--- src/rtl/sensor_conditioner_pkg.sv ---
// Shared constants for the track-sensor conditioning stage.
package sensor_conditioner_pkg;

    localparam int unsigned N_SENSORS_DEF       = 6;
    localparam int unsigned DEBOUNCE_CYCLES_DEF = 16;
    localparam int unsigned CNT_W_DEF           = 5;

    // Sensor channel indices: S_Clean[SENS_n] feeds selector input Sn.
    typedef enum int unsigned {
        SENS_1 = 0,
        SENS_2 = 1,
        SENS_3 = 2,
        SENS_4 = 3,
        SENS_5 = 4,
        SENS_6 = 5
    } sensor_idx_e;

    // Width of a counter able to hold the values 0..max_val.
    function automatic int unsigned count_width(input int unsigned max_val);
        return (max_val < 2) ? 1 : $clog2(max_val + 1);
    endfunction

endpackage

--- src/rtl/sensor_debounce_channel.sv ---
// One sensor channel: 2-flop synchronizer, debounce counter, edge pulse registers.
module sensor_debounce_channel
    import sensor_conditioner_pkg::*;
#(
    parameter int unsigned DEBOUNCE_CYCLES = DEBOUNCE_CYCLES_DEF,
    parameter int unsigned CNT_W           = CNT_W_DEF
) (
    input  logic Clk,
    input  logic Reset,
    input  logic raw,
    output logic clean,
    output logic rise,
    output logic fall
);

    localparam logic [CNT_W-1:0] CNT_LAST = CNT_W'(DEBOUNCE_CYCLES - 1);

    logic             sync1;
    logic             sync2;
    logic [CNT_W-1:0] cnt;

    // Synchronize the raw line, accept a new level only after it has been stable long enough.
    always_ff @(posedge Clk or posedge Reset) begin
        if (Reset) begin
            sync1 <= 1'b0;
            sync2 <= 1'b0;
            cnt   <= '0;
            clean <= 1'b0;
            rise  <= 1'b0;
            fall  <= 1'b0;
        end else begin
            sync1 <= raw;
            sync2 <= sync1;
            rise  <= 1'b0;
            fall  <= 1'b0;
            if (sync2 == clean) begin
                cnt <= '0;
            end else if (cnt == CNT_LAST) begin
                clean <= sync2;
                cnt   <= '0;
                rise  <= sync2;
                fall  <= ~sync2;
            end else begin
                cnt <= cnt + 1'b1;
            end
        end
    end

endmodule

--- src/rtl/sensor_conditioner.sv ---
// Debounces all track-sensor lines and raises Enable once inputs have settled after reset.
module sensor_conditioner
    import sensor_conditioner_pkg::*;
#(
    parameter int unsigned N_SENSORS       = N_SENSORS_DEF,
    parameter int unsigned DEBOUNCE_CYCLES = DEBOUNCE_CYCLES_DEF,
    parameter int unsigned CNT_W           = CNT_W_DEF
) (
    input  logic                 Clk,
    input  logic                 Reset,
    input  logic [N_SENSORS-1:0] SensorRaw,
    output logic [N_SENSORS-1:0] S_Clean,
    output logic [N_SENSORS-1:0] RisePulse,
    output logic [N_SENSORS-1:0] FallPulse,
    output logic                 Enable
);

    localparam int unsigned SETTLE_W = count_width(DEBOUNCE_CYCLES + 2);
    // Enable is registered, so it is set on the edge where the count would reach DEBOUNCE_CYCLES+2.
    localparam logic [SETTLE_W-1:0] SETTLE_LAST = SETTLE_W'(DEBOUNCE_CYCLES + 1);

    logic [SETTLE_W-1:0] settle;

    genvar g;
    generate
        for (g = 0; g < N_SENSORS; g++) begin : g_chan
            sensor_debounce_channel #(
                .DEBOUNCE_CYCLES (DEBOUNCE_CYCLES),
                .CNT_W           (CNT_W)
            ) u_chan (
                .Clk   (Clk),
                .Reset (Reset),
                .raw   (SensorRaw[g]),
                .clean (S_Clean[g]),
                .rise  (RisePulse[g]),
                .fall  (FallPulse[g])
            );
        end
    endgenerate

    // Count cycles since reset release; Enable latches high once the settle period has elapsed.
    always_ff @(posedge Clk or posedge Reset) begin
        if (Reset) begin
            settle <= '0;
            Enable <= 1'b0;
        end else if (!Enable) begin
            if (settle == SETTLE_LAST) begin
                Enable <= 1'b1;
            end else begin
                settle <= settle + 1'b1;
            end
        end
    end

endmodule

--- config.mk ---
export PLATFORM = sky130hd
export DESIGN_NAME = sensor_conditioner
export DESIGN_NICKNAME = d
export VERILOG_FILES = /design/src/rtl/sensor_conditioner_pkg.sv /design/src/rtl/sensor_debounce_channel.sv /design/src/rtl/sensor_conditioner.sv
export SDC_FILE = /design/constraint.sdc
export NUM_CORES = 1
export LEC_CHECK = 0
export CAP_MARGIN = 0
export CORE_ASPECT_RATIO = 2
export CORE_UTILIZATION = 63
export CTS_BUF_LIST = sky130_fd_sc_hd__clkbuf_8
export CTS_CLUSTER_SIZE = 10
export DETAILED_ROUTE_END_ITERATION = 6
export PLACE_DENSITY = 0.87
export SLEW_MARGIN = 20
export SYNTH_ARGS = -nofsm -noshare
export SYNTH_HDL_FRONTEND = slang
export SYNTH_SLANG_ARGS = --single-unit
--- constraint.sdc ---
create_clock -name Clk -period 6.8 [get_ports Clk]
set_clock_uncertainty 0.15 [all_clocks]
set_input_delay 1.36 -clock Clk [delete_from_list [all_inputs] [get_ports Clk]]
set_output_delay 1.36 -clock Clk [all_outputs]
set_load 0.01 [all_outputs]
==> flow_metrics.py, run 1 <==
metrics = {
    "floorplanning": {
        "die_h_um": 94.7,
        "die_x_um": 48.3,
        "start_util_pct": 66.2,
        "placementRows": 33,
        "dieArea_um2": 4580,
        "coreArea_um2": 4090,
        "pin_count": 27,
    },
    "placed_design": {
        "io_buffers": 26,
        "place_inst": 258,
        "hpwl_um": 2950,
        "globalplace.congestion": 0.743,
        "placed_area_um2": 2900,
        "place_ws_ps": 4180,
    },
    "worst_hold_path": {
        "hold_path.class": "register to register",
    },
    "sta": {
        "setup_ws_ps": 3960,
        "period_minus_slack_ps": 2840,
        "finalSetupViolations": 0,
        "relSlewSlack_pct": 47.8,
        "worst_pin_slew_ps": 783,
        "finalMaxSlewViolations": 0,
        "hold_viol": 0,
        "hold_ws_ps": 200,
        "fin_crit_sh_pct": 41.8,
        "rsz0062_at_grt": "no",
        "fmax_ghz": 0.352,
        "setup_tns_ps": 0,
    },
    "setup_path": {
        "cp.required_ps": 5290,
        "crit_buf_inv": 1,
        "cp_top_family": "buffers and inverters",
        "crit_fanout": 5,
        "slowest_stage": "clkdlybuf4s50_1",
        "crit_path_end_kind": "output pin",
        "reg2reg_slack_ps": 5380,
        "cp_slowest_stage_delay_ps": 570,
        "startpoint_type": "register",
        "arrival_ps": 1330,
        "crit_chain": "clkdlybuf4s50_1",
        "crit_type": "register to output pin",
    },
    "logic_synthesis": {
        "synth_edf_count": 0,
        "synth_cell_types": 22,
        "synth_area_um2": 2710,
        "ys_seq_area_share_pct": 61.0,
        "yosys_register_bits": 66,
        "synth_nets": 213,
        "yosysWarnings": 0,
        "syn_inst": 197,
        "post_synth.cell_area_avg_um2": 13.7,
        "synth_ff_type": "dfrtp_1",
        "synthArstFlopShare_pct": 100,
    },
    "run": {
        "maxCapViolCount": 0,
    },
    "detailed_routing": {
        "postRouteAntennaNets": 0,
        "routed_wl_um": 4190,
        "dr.pass1.iters": 4,
        "via_per_inst": 5.33,
        "vias": 1450,
        "drtIter0Drc": 25,
        "drc": 0,
        "detail_route.wl_per_cell_um": 15.4,
    },
    "global_routing": {
        "grt_pass1_wl_um": 7230,
        "grt_pass1_vias": 1607,
        "antenna_found_initial": 0,
        "overflow": 0,
        "grt.total_usage_pct": 21.9,
        "grt_max_degree": 67,
    },
    "clocking": {
        "cts-root-buf": "clkbuf_8",
        "cts_sinks": 66,
        "hold_buffers": 0,
        "cts_tree": "done",
        "clockBufferDepth": 2,
        "clk_pin_slew_worst_paths_ps": 60,
        "post-cts-setup-buffer-count": 0,
        "cts-buffers-inserted": 9,
        "cts.htree.levels": 3,
        "cts_resized": 0,
        "clock_latency_ps": 330,
    },
    "power_and_ir_drop": {
        "powerDensity_nw_per_um2": 247,
        "power.leakage_nw": 1.66,
        "vdd_drop_max_uv": 193,
    },
    "cells_and_area": {
        "nets": 233,
        "design_area_um2": 3100,
        "synthToLayoutAreaGrowth_pct": 14.4,
        "drive_gt1_share_pct": 15.0,
        "num_antenna_cells": 0,
        "nFillCells": 240,
        "layout.cells.non_filler": 272,
    },
    "outcome": {
        "run_status": "finished, final reports clean",
    },
}
==> worst reg2reg max path, cell delays in order, from the launching register on <==
cell and delay (ps):
dfrtp_1 390, ha_1 280, nand4b_4 160, mux2_4 320
==> synthesized netlist by cell type, types with 2 or more instances <==
cell type / count / area (µm²)
dfrtp_1: 66 / 1650
xor2_1: 19 / 166
buf_4: 18 / 135
nor2_1: 13 / 48.8
nand2_1: 12 / 45.0
nor3b_1: 12 / 90.1
ha_1: 8 / 100
nand3_1: 8 / 40.0
and2_1: 7 / 43.8
a31oi_1: 6 / 37.5
mux2_4: 6 / 90.1
nand4b_4: 5 / 119
and3_2: 4 / 30.0
inv_1: 3 / 11.3
nor2b_1: 2 / 12.5
xnor2_1: 2 / 17.5
==> final cells by class <==
cell class	instances	area (µm²)	area share (%)
inverters	3	11.3	0.364
clock inverters	3	40.0	1.29
repair buffers	27	268	8.65
multi-input cells	110	908	29.3
clock buffers	11	151	4.89
well taps	52	65.1	2.10
flip-flops and latches	66	1650	53.4
==> report_power, final <==
group | switching (W) | internal, W | total [W] | leakage (nW)
Clock | 0.000131 | 0.000184 | 0.000315 | 0.101
Sequential | 0.0000113 | 0.000405 | 0.000416 | 0.863
Combinational | 0.0000180 | 0.0000141 | 0.0000321 | 0.700
Total | 0.000161 | 0.000603 | 0.000764 | 1.66
==> flip-flops by register name (all words and copies together) (netlist names) <==
signal / count
g_chan.u_chan.fall: 6
g_chan.u_chan.cnt: 30
g_chan.u_chan.clean: 6
g_chan.u_chan.sync1: 6
g_chan.u_chan.rise: 6
settle: 5
Enable: 1
g_chan.u_chan.sync2: 6
==> cells by family after synthesis <==
group / count (synthesis) / share of synthesized area [%]
flip-flops: 66 / 61.0
XOR/XNOR: 21 / 6.80
adder cells (fa/ha/maj): 8 / 3.70
AND/OR/NAND/NOR: 66 / 16.9
multiplexers: 7 / 3.70
buffers and inverters: 21 / 5.41
AO/OA/AOI/OAI: 8 / 2.50
==> per-layer routing <==
layer	up-vias	part of all wire (%)	GRT usage, %	routed length, µm
met1	723	39	23.9	1650
met2	30	55	37.8	2300
met3	11	3.2	5.31	133
li1	686	-	-	-
met4	0	2.6	13.7	110
met5	-	0	0	0
==> through the flow <==
stage	utilization (%)	total power, W
3_5_place_dp	71.0	0.000456
3_3_place_gp	71.0	0.000451
2_1_floorplan	-	0.000443
5_1_grt	75.7	0.000792
4_1_cts	75.7	0.000771
6_report	75.7	0.000764
==> worst paths after layout <==
kind,startpoint,endpoint,depth (start not counted)
worst max-delay path,g_chan[1].u_chan.clean,S_Clean[1],1
worst min-delay path,g_chan[2].u_chan.sync1,g_chan[2].u_chan.sync2,0
worst max register to register,g_chan[0].u_chan.cnt[0],g_chan[0].u_chan.clean,3
worst min register to register,g_chan[2].u_chan.sync1,g_chan[2].u_chan.sync2,0
max in group asynchronous,Reset,g_chan[5].u_chan.cnt[4],3
min in group asynchronous,Reset,settle[3],3
==> placed cells by master, fill, tap and decap left out <==
master and n:
inv_1 2, clkinv_2 2, nand3_1 8, and3_2 4, a31oi_4 1, nand4b_2 1
dfrtp_1 66, xor2_1 19, bufinv_16 1, mux2i_1 1, xnor2_1 2, nor3b_1 12
clkbuf_8 11, and3_1 1, mux2_4 6, nand2_1 12, a31oi_1 6, ha_1 8
nand4b_4 5, nand2b_1 1, nor2_1 13, and2_1 7, clkdlybuf4s50_1 26, inv_2 1
buf_4 1, a22o_1 1, nor2b_1 2
(Power assumes the default switching activity.)
==> run 2, diff against run 1 <==
Settings changed: CORE_UTILIZATION 63 to 58, PLACE_DENSITY 0.87 to 0.81.
Clock period 6.8 ns to 2.88 ns, I/O delays scaled along.
==> run 2 against run 1 <==
  * Final cell count grew 1.5%
  * Count of clock-buffer cells in the layout is 2 lower
  * Global-route usage fell by 1.7 points
  * Sequential share of layout area decreased by 0.15 points
  * Combinational power up 150%
  * Non-clock buffer count is the same
  * First-iteration DRC count shrank 24%
  * Sequential cell count unchanged
  * Wire length rose by 2.4%
  * Cell area is 0.28% higher
  * Power grew 130%
==> flow_metrics.py, run 2 (synthesis results as in run 1) <==
metrics = {
    "clocking": {
        "cts_resized": 0,
        "hold_buffers": 0,
        "cts.htree.levels": 3,
        "clock_latency_ps": 330,
        "clockBufferDepth": 2,
        "cts-buffers-inserted": 9,
        "cts_sinks": 66,
        "cts_tree": "done",
        "post-cts-setup-buffer-count": 0,
        "clk_pin_slew_worst_paths_ps": 60,
        "cts-root-buf": "clkbuf_8",
    },
    "sta": {
        "finalSetupViolations": 0,
        "hold_viol": 0,
        "period_minus_slack_ps": 2060,
        "setup_ws_ps": 824,
        "worst_pin_slew_ps": 336,
        "fmax_ghz": 0.486,
        "finalMaxSlewViolations": 0,
        "hold_ws_ps": 198,
        "fin_crit_sh_pct": 71.4,
        "relSlewSlack_pct": 77.6,
        "setup_tns_ps": 0,
        "rsz0062_at_grt": "no",
    },
    "floorplanning": {
        "dieArea_um2": 4960,
        "coreArea_um2": 4420,
        "pin_count": 27,
        "placementRows": 34,
        "die_h_um": 98.6,
        "die_x_um": 50.3,
        "start_util_pct": 61.2,
    },
    "setup_path": {
        "crit_type": "register to output pin",
        "crit_chain": "clkdlybuf4s50_1",
        "startpoint_type": "register",
        "crit_path_end_kind": "output pin",
        "arrival_ps": 1330,
        "cp.required_ps": 2150,
        "cp_top_family": "buffers and inverters",
        "slowest_stage": "clkdlybuf4s50_1",
        "cp_slowest_stage_delay_ps": 570,
        "crit_fanout": 4,
        "crit_buf_inv": 1,
    },
    "worst_hold_path": {
        "hold_path.class": "register to register",
    },
    "power_and_ir_drop": {
        "vdd_drop_max_uv": 448,
        "power.leakage_nw": 1.67,
        "powerDensity_nw_per_um2": 575,
    },
    "cells_and_area": {
        "synthToLayoutAreaGrowth_pct": 14.7,
        "nets": 233,
        "max_flop_register": "g_chan.u_chan.cnt",
        "layout.cells.non_filler": 276,
        "final_common_cell": "dfrtp_1",
        "largest_register_ffs": 30,
        "drive_gt1_share_pct": 15.3,
        "final_cell_mix": "dfrtp_1 (66), clkdlybuf4s50_1 (26), xor2_1 (19), nor2_1 (13)",
        "num_antenna_cells": 0,
    },
    "placed_design": {
        "place_inst": 260,
        "place_ws_ps": 1180,
        "io_buffers": 26,
        "globalplace.congestion": 0.758,
        "hpwl_um": 3120,
    },
    "global_routing": {
        "grt_pass1_vias": 1624,
        "grt.total_usage_pct": 20.2,
        "grt_pass1_wl_um": 7280,
        "grt_max_degree": 67,
        "antenna_found_initial": 0,
        "overflow": 0,
    },
    "detailed_routing": {
        "vias": 1481,
        "drtIter0Drc": 19,
        "detail_route.wl_per_cell_um": 15.5,
        "routed_wl_um": 4290,
        "via_per_inst": 5.37,
        "drc": 0,
        "dr.pass1.iters": 4,
        "postRouteAntennaNets": 0,
    },
    "outcome": {
        "run_status": "finished, final reports clean",
    },
    "run": {
        "maxCapViolCount": 0,
    },
}
-- run 2: stage by stage --
stage               area [µm²]  total power (W)  util, %
CTS                       3100          0.00180     70.2
finish                    3100          0.00178     70.2
global placement          2920          0.00107     66.0
detailed placement        2920          0.00108     66.0
global route              3100          0.00185     70.2
floorplan                 2710          0.00105        -
-- run 2: worst paths after layout --
| path | startpoint | to | slack [ps] | depth (start not counted) |
|---|---|---|---|---|
| worst min-delay path | g_chan[0].u_chan.sync1 | g_chan[0].u_chan.sync2 | 200 | 0 |
| worst min register to register | g_chan[0].u_chan.sync1 | g_chan[0].u_chan.sync2 | 200 | 0 |
| worst max register to register | g_chan[3].u_chan.cnt[0] | g_chan[3].u_chan.fall | 1470 | 3 |
| max in group asynchronous | Reset | g_chan[3].u_chan.cnt[0] | 1820 | 3 |
| worst max-delay path | Enable | Enable | 820 | 1 |
| min in group asynchronous | Reset | g_chan[4].u_chan.rise | 490 | 3 |
-- run 2: layout make-up --
type	instances	area [µm²]
Sequential cell	66	1650
Fill cell	309	1320
Multi-Input combinational cell	110	908
Timing Repair Buffer	27	280
Clock buffer	9	124
Tap cell	54	67.6
Clock inverter	7	61.3
Inverter	3	11.3
-- run 2: power by group --
group / switching [W] / internal, W / total, W / leakage (nW)
Combinational: 0.0000438 / 0.0000360 / 0.0000798 / 0.705
Sequential: 0.0000267 / 0.000956 / 0.000983 / 0.863
Clock: 0.000332 / 0.000390 / 0.000722 / 0.100
Total: 0.000402 / 0.00138 / 0.00178 / 1.67
-- run 2: per-layer routing --
metal  routed length, µm  global-route usage [%]
met5                   0                       0
met4                 108                    10.3
met3                 140                    4.63
met2                2380                    34.6
met1                1660                    22.9
==> run 3, diff against run 2 <==
Settings changed: CORE_UTILIZATION 58 to 53, PLACE_DENSITY 0.81 to 0.78.
Clock period 2.88 ns to 1.8 ns, I/O delays scaled along.
==> run 3 against run 2 <==
  * Register-to-register slack worse by 1100 ps
  * Utilization down 5.3 points
  * Sequential power up 60%
  * Final cell count up 3.6%
  * Cell area up 2.7%
  * Critical path depth unchanged
  * Count of clock-buffer cells in the layout up 1
  * Largest cell class unchanged
==> flow_metrics.py, run 3 (synthesis results as in run 1) <==
metrics = {
    "sta": {
        "worst_pin_slew_ps": 312,
        "period_minus_slack_ps": 1740,
        "hold_ws_ps": 192,
        "hold_viol": 0,
        "fmax_ghz": 0.575,
        "finalMaxSlewViolations": 0,
        "finalSetupViolations": 0,
        "relSlewSlack_pct": 79.1,
        "setup_tns_ps": 0,
        "rsz0062_at_grt": "no",
        "fin_crit_sh_pct": 96.6,
    },
    "cells_and_area": {
        "drive_gt1_share_pct": 17.5,
        "finish.utilization_pct": 64.9,
        "layout.cells.non_filler": 286,
        "num_antenna_cells": 0,
        "nets": 241,
        "final_cell_mix": "dfrtp_1 (66), clkdlybuf4s50_1 (25), xor2_1 (19), nor2_1 (13)",
        "max_flop_register": "g_chan.u_chan.cnt",
        "synthToLayoutAreaGrowth_pct": 17.8,
        "largest_register_ffs": 30,
        "final_common_cell": "dfrtp_1",
        "nFillCells": 359,
    },
    "clocking": {
        "cts_sinks": 66,
        "hold_buffers": 0,
        "cts_tree": "done",
        "cts.htree.levels": 3,
        "cts-root-buf": "clkbuf_8",
        "cts-buffers-inserted": 9,
        "clk_pin_slew_worst_paths_ps": 70,
        "clock_latency_ps": 330,
        "clockBufferDepth": 2,
    },
    "detailed_routing": {
        "drtIter0Drc": 20,
        "dr.pass1.iters": 4,
        "routed_wl_um": 4020,
        "postRouteAntennaNets": 0,
        "via_per_inst": 5.13,
        "vias": 1467,
        "drc": 0,
        "detail_route.wl_per_cell_um": 14.1,
    },
    "floorplanning": {
        "dieArea_um2": 5410,
        "placementRows": 36,
        "pin_count": 27,
        "die_x_um": 52.5,
        "die_h_um": 103,
        "start_util_pct": 55.1,
        "coreArea_um2": 4910,
    },
    "outcome": {
        "run_status": "finished, final reports clean",
    },
    "setup_path": {
        "crit_path_end_kind": "output pin",
        "r2r_cells": 3,
        "crit_type": "register to output pin",
        "slowest_stage": "clkdlybuf4s50_1",
        "crit_buf_inv": 1,
        "critPathLaunch": "g_chan[0].u_chan.clean",
        "arrival_ps": 1230,
        "startpoint_type": "register",
        "crit_fanout": 2,
        "cp_slowest_stage_delay_ps": 540,
        "cp.required_ps": 1290,
        "reg2reg_slack_ps": 410,
        "reg2reg_to": "g_chan[3].u_chan.clean",
        "cp_top_family": "buffers and inverters",
        "r2r_start": "g_chan[3].u_chan.cnt[0]",
        "crit_chain": "clkdlybuf4s50_1",
    },
    "worst_hold_path": {
        "min_from": "g_chan[2].u_chan.sync1",
        "min_path_cells": 0,
        "hold_path.class": "register to register",
        "hold_end": "g_chan[2].u_chan.sync2",
    },
    "power_and_ir_drop": {
        "power_w": 0.00287,
        "powerDensity_nw_per_um2": 900,
        "power.leakage_nw": 1.73,
        "vdd_drop_max_uv": 860,
    },
    "placed_design": {
        "hpwl_um": 2720,
        "globalplace.congestion": 0.797,
        "io_buffers": 26,
        "place_inst": 264,
    },
    "global_routing": {
        "grt_max_degree": 42,
        "grt_pass1_wl_um": 6740,
        "overflow": 0,
        "grt_pass1_vias": 1491,
        "grt.total_usage_pct": 17.9,
        "antenna_found_initial": 0,
    },
    "run": {
        "maxCapViolCount": 0,
    },
}
==> run 3: changes by cell type in the layout (fill, tap and decap cells not counted) <==
cell             delta
buf_4               +7
clkinv_2            -2
buf_12              +1
clkbuf_8            +1
clkdlybuf4s50_1     -1
dlymetal6s2s_1      +1
inv_1               +1
inv_2               -1
==> run 3: how the worst max path moves through the flow <==
stage                              to  slack (ps)  cells past startpoint
2_1_floorplan  g_chan[5].u_chan.clean         490                      3
3_3_place_gp                   Enable         350                      1
3_5_place_dp               S_Clean[0]         330                      1
4_1_cts                    S_Clean[0]          40                      1
5_1_grt                    S_Clean[0]          10                      1
6_report                   S_Clean[0]          60                      1
==> run 3: cell type report <==
type                    instances  area, µm²  share of cell area (%)
well taps                      57       71.3                    2.24
inverters                       3       15.0                   0.471
clock buffers                  10        138                    4.32
flip-flops and latches         66       1650                    51.8
repair buffers                 35        355                    11.2
multi-input cells             110        908                    28.5
clock inverters                 5       47.5                    1.49
==> run 3: layer usage <==
metal	GRT usage, %	vias up	wire length (µm)
li1	-	700	-
met1	22.3	731	1700
met3	6.64	6	141
met4	10.3	0	82
met2	26.3	30	2100
met5	0	-	0
==> run 3: metrics by stage <==
| step | instance area, µm² | worst slack (ps) |
|---|---|---|
| 6_report | 3190 | 61.7 |
| 3_5_place_dp | 2950 | 330 |
| 3_3_place_gp | 2950 | 346 |
| 4_1_cts | 3180 | 44.8 |
| 5_1_grt | 3190 | 12.4 |
| 2_1_floorplan | 2710 | 487 |
==> run 3: what timing repair did <==
item	4_1_cts	5_1_grt
endpoints found under the hold margin	0	0
endpoints found under the setup margin	7	1
buffers inserted	7	0
resized for setup	0	1
==> run 3: report_power, final <==
group          internal [W]  switching (W)  leakage (nW)
registers           0.00153      0.0000412         0.863
clock network      0.000655       0.000515         0.105
logic             0.0000608      0.0000678         0.766
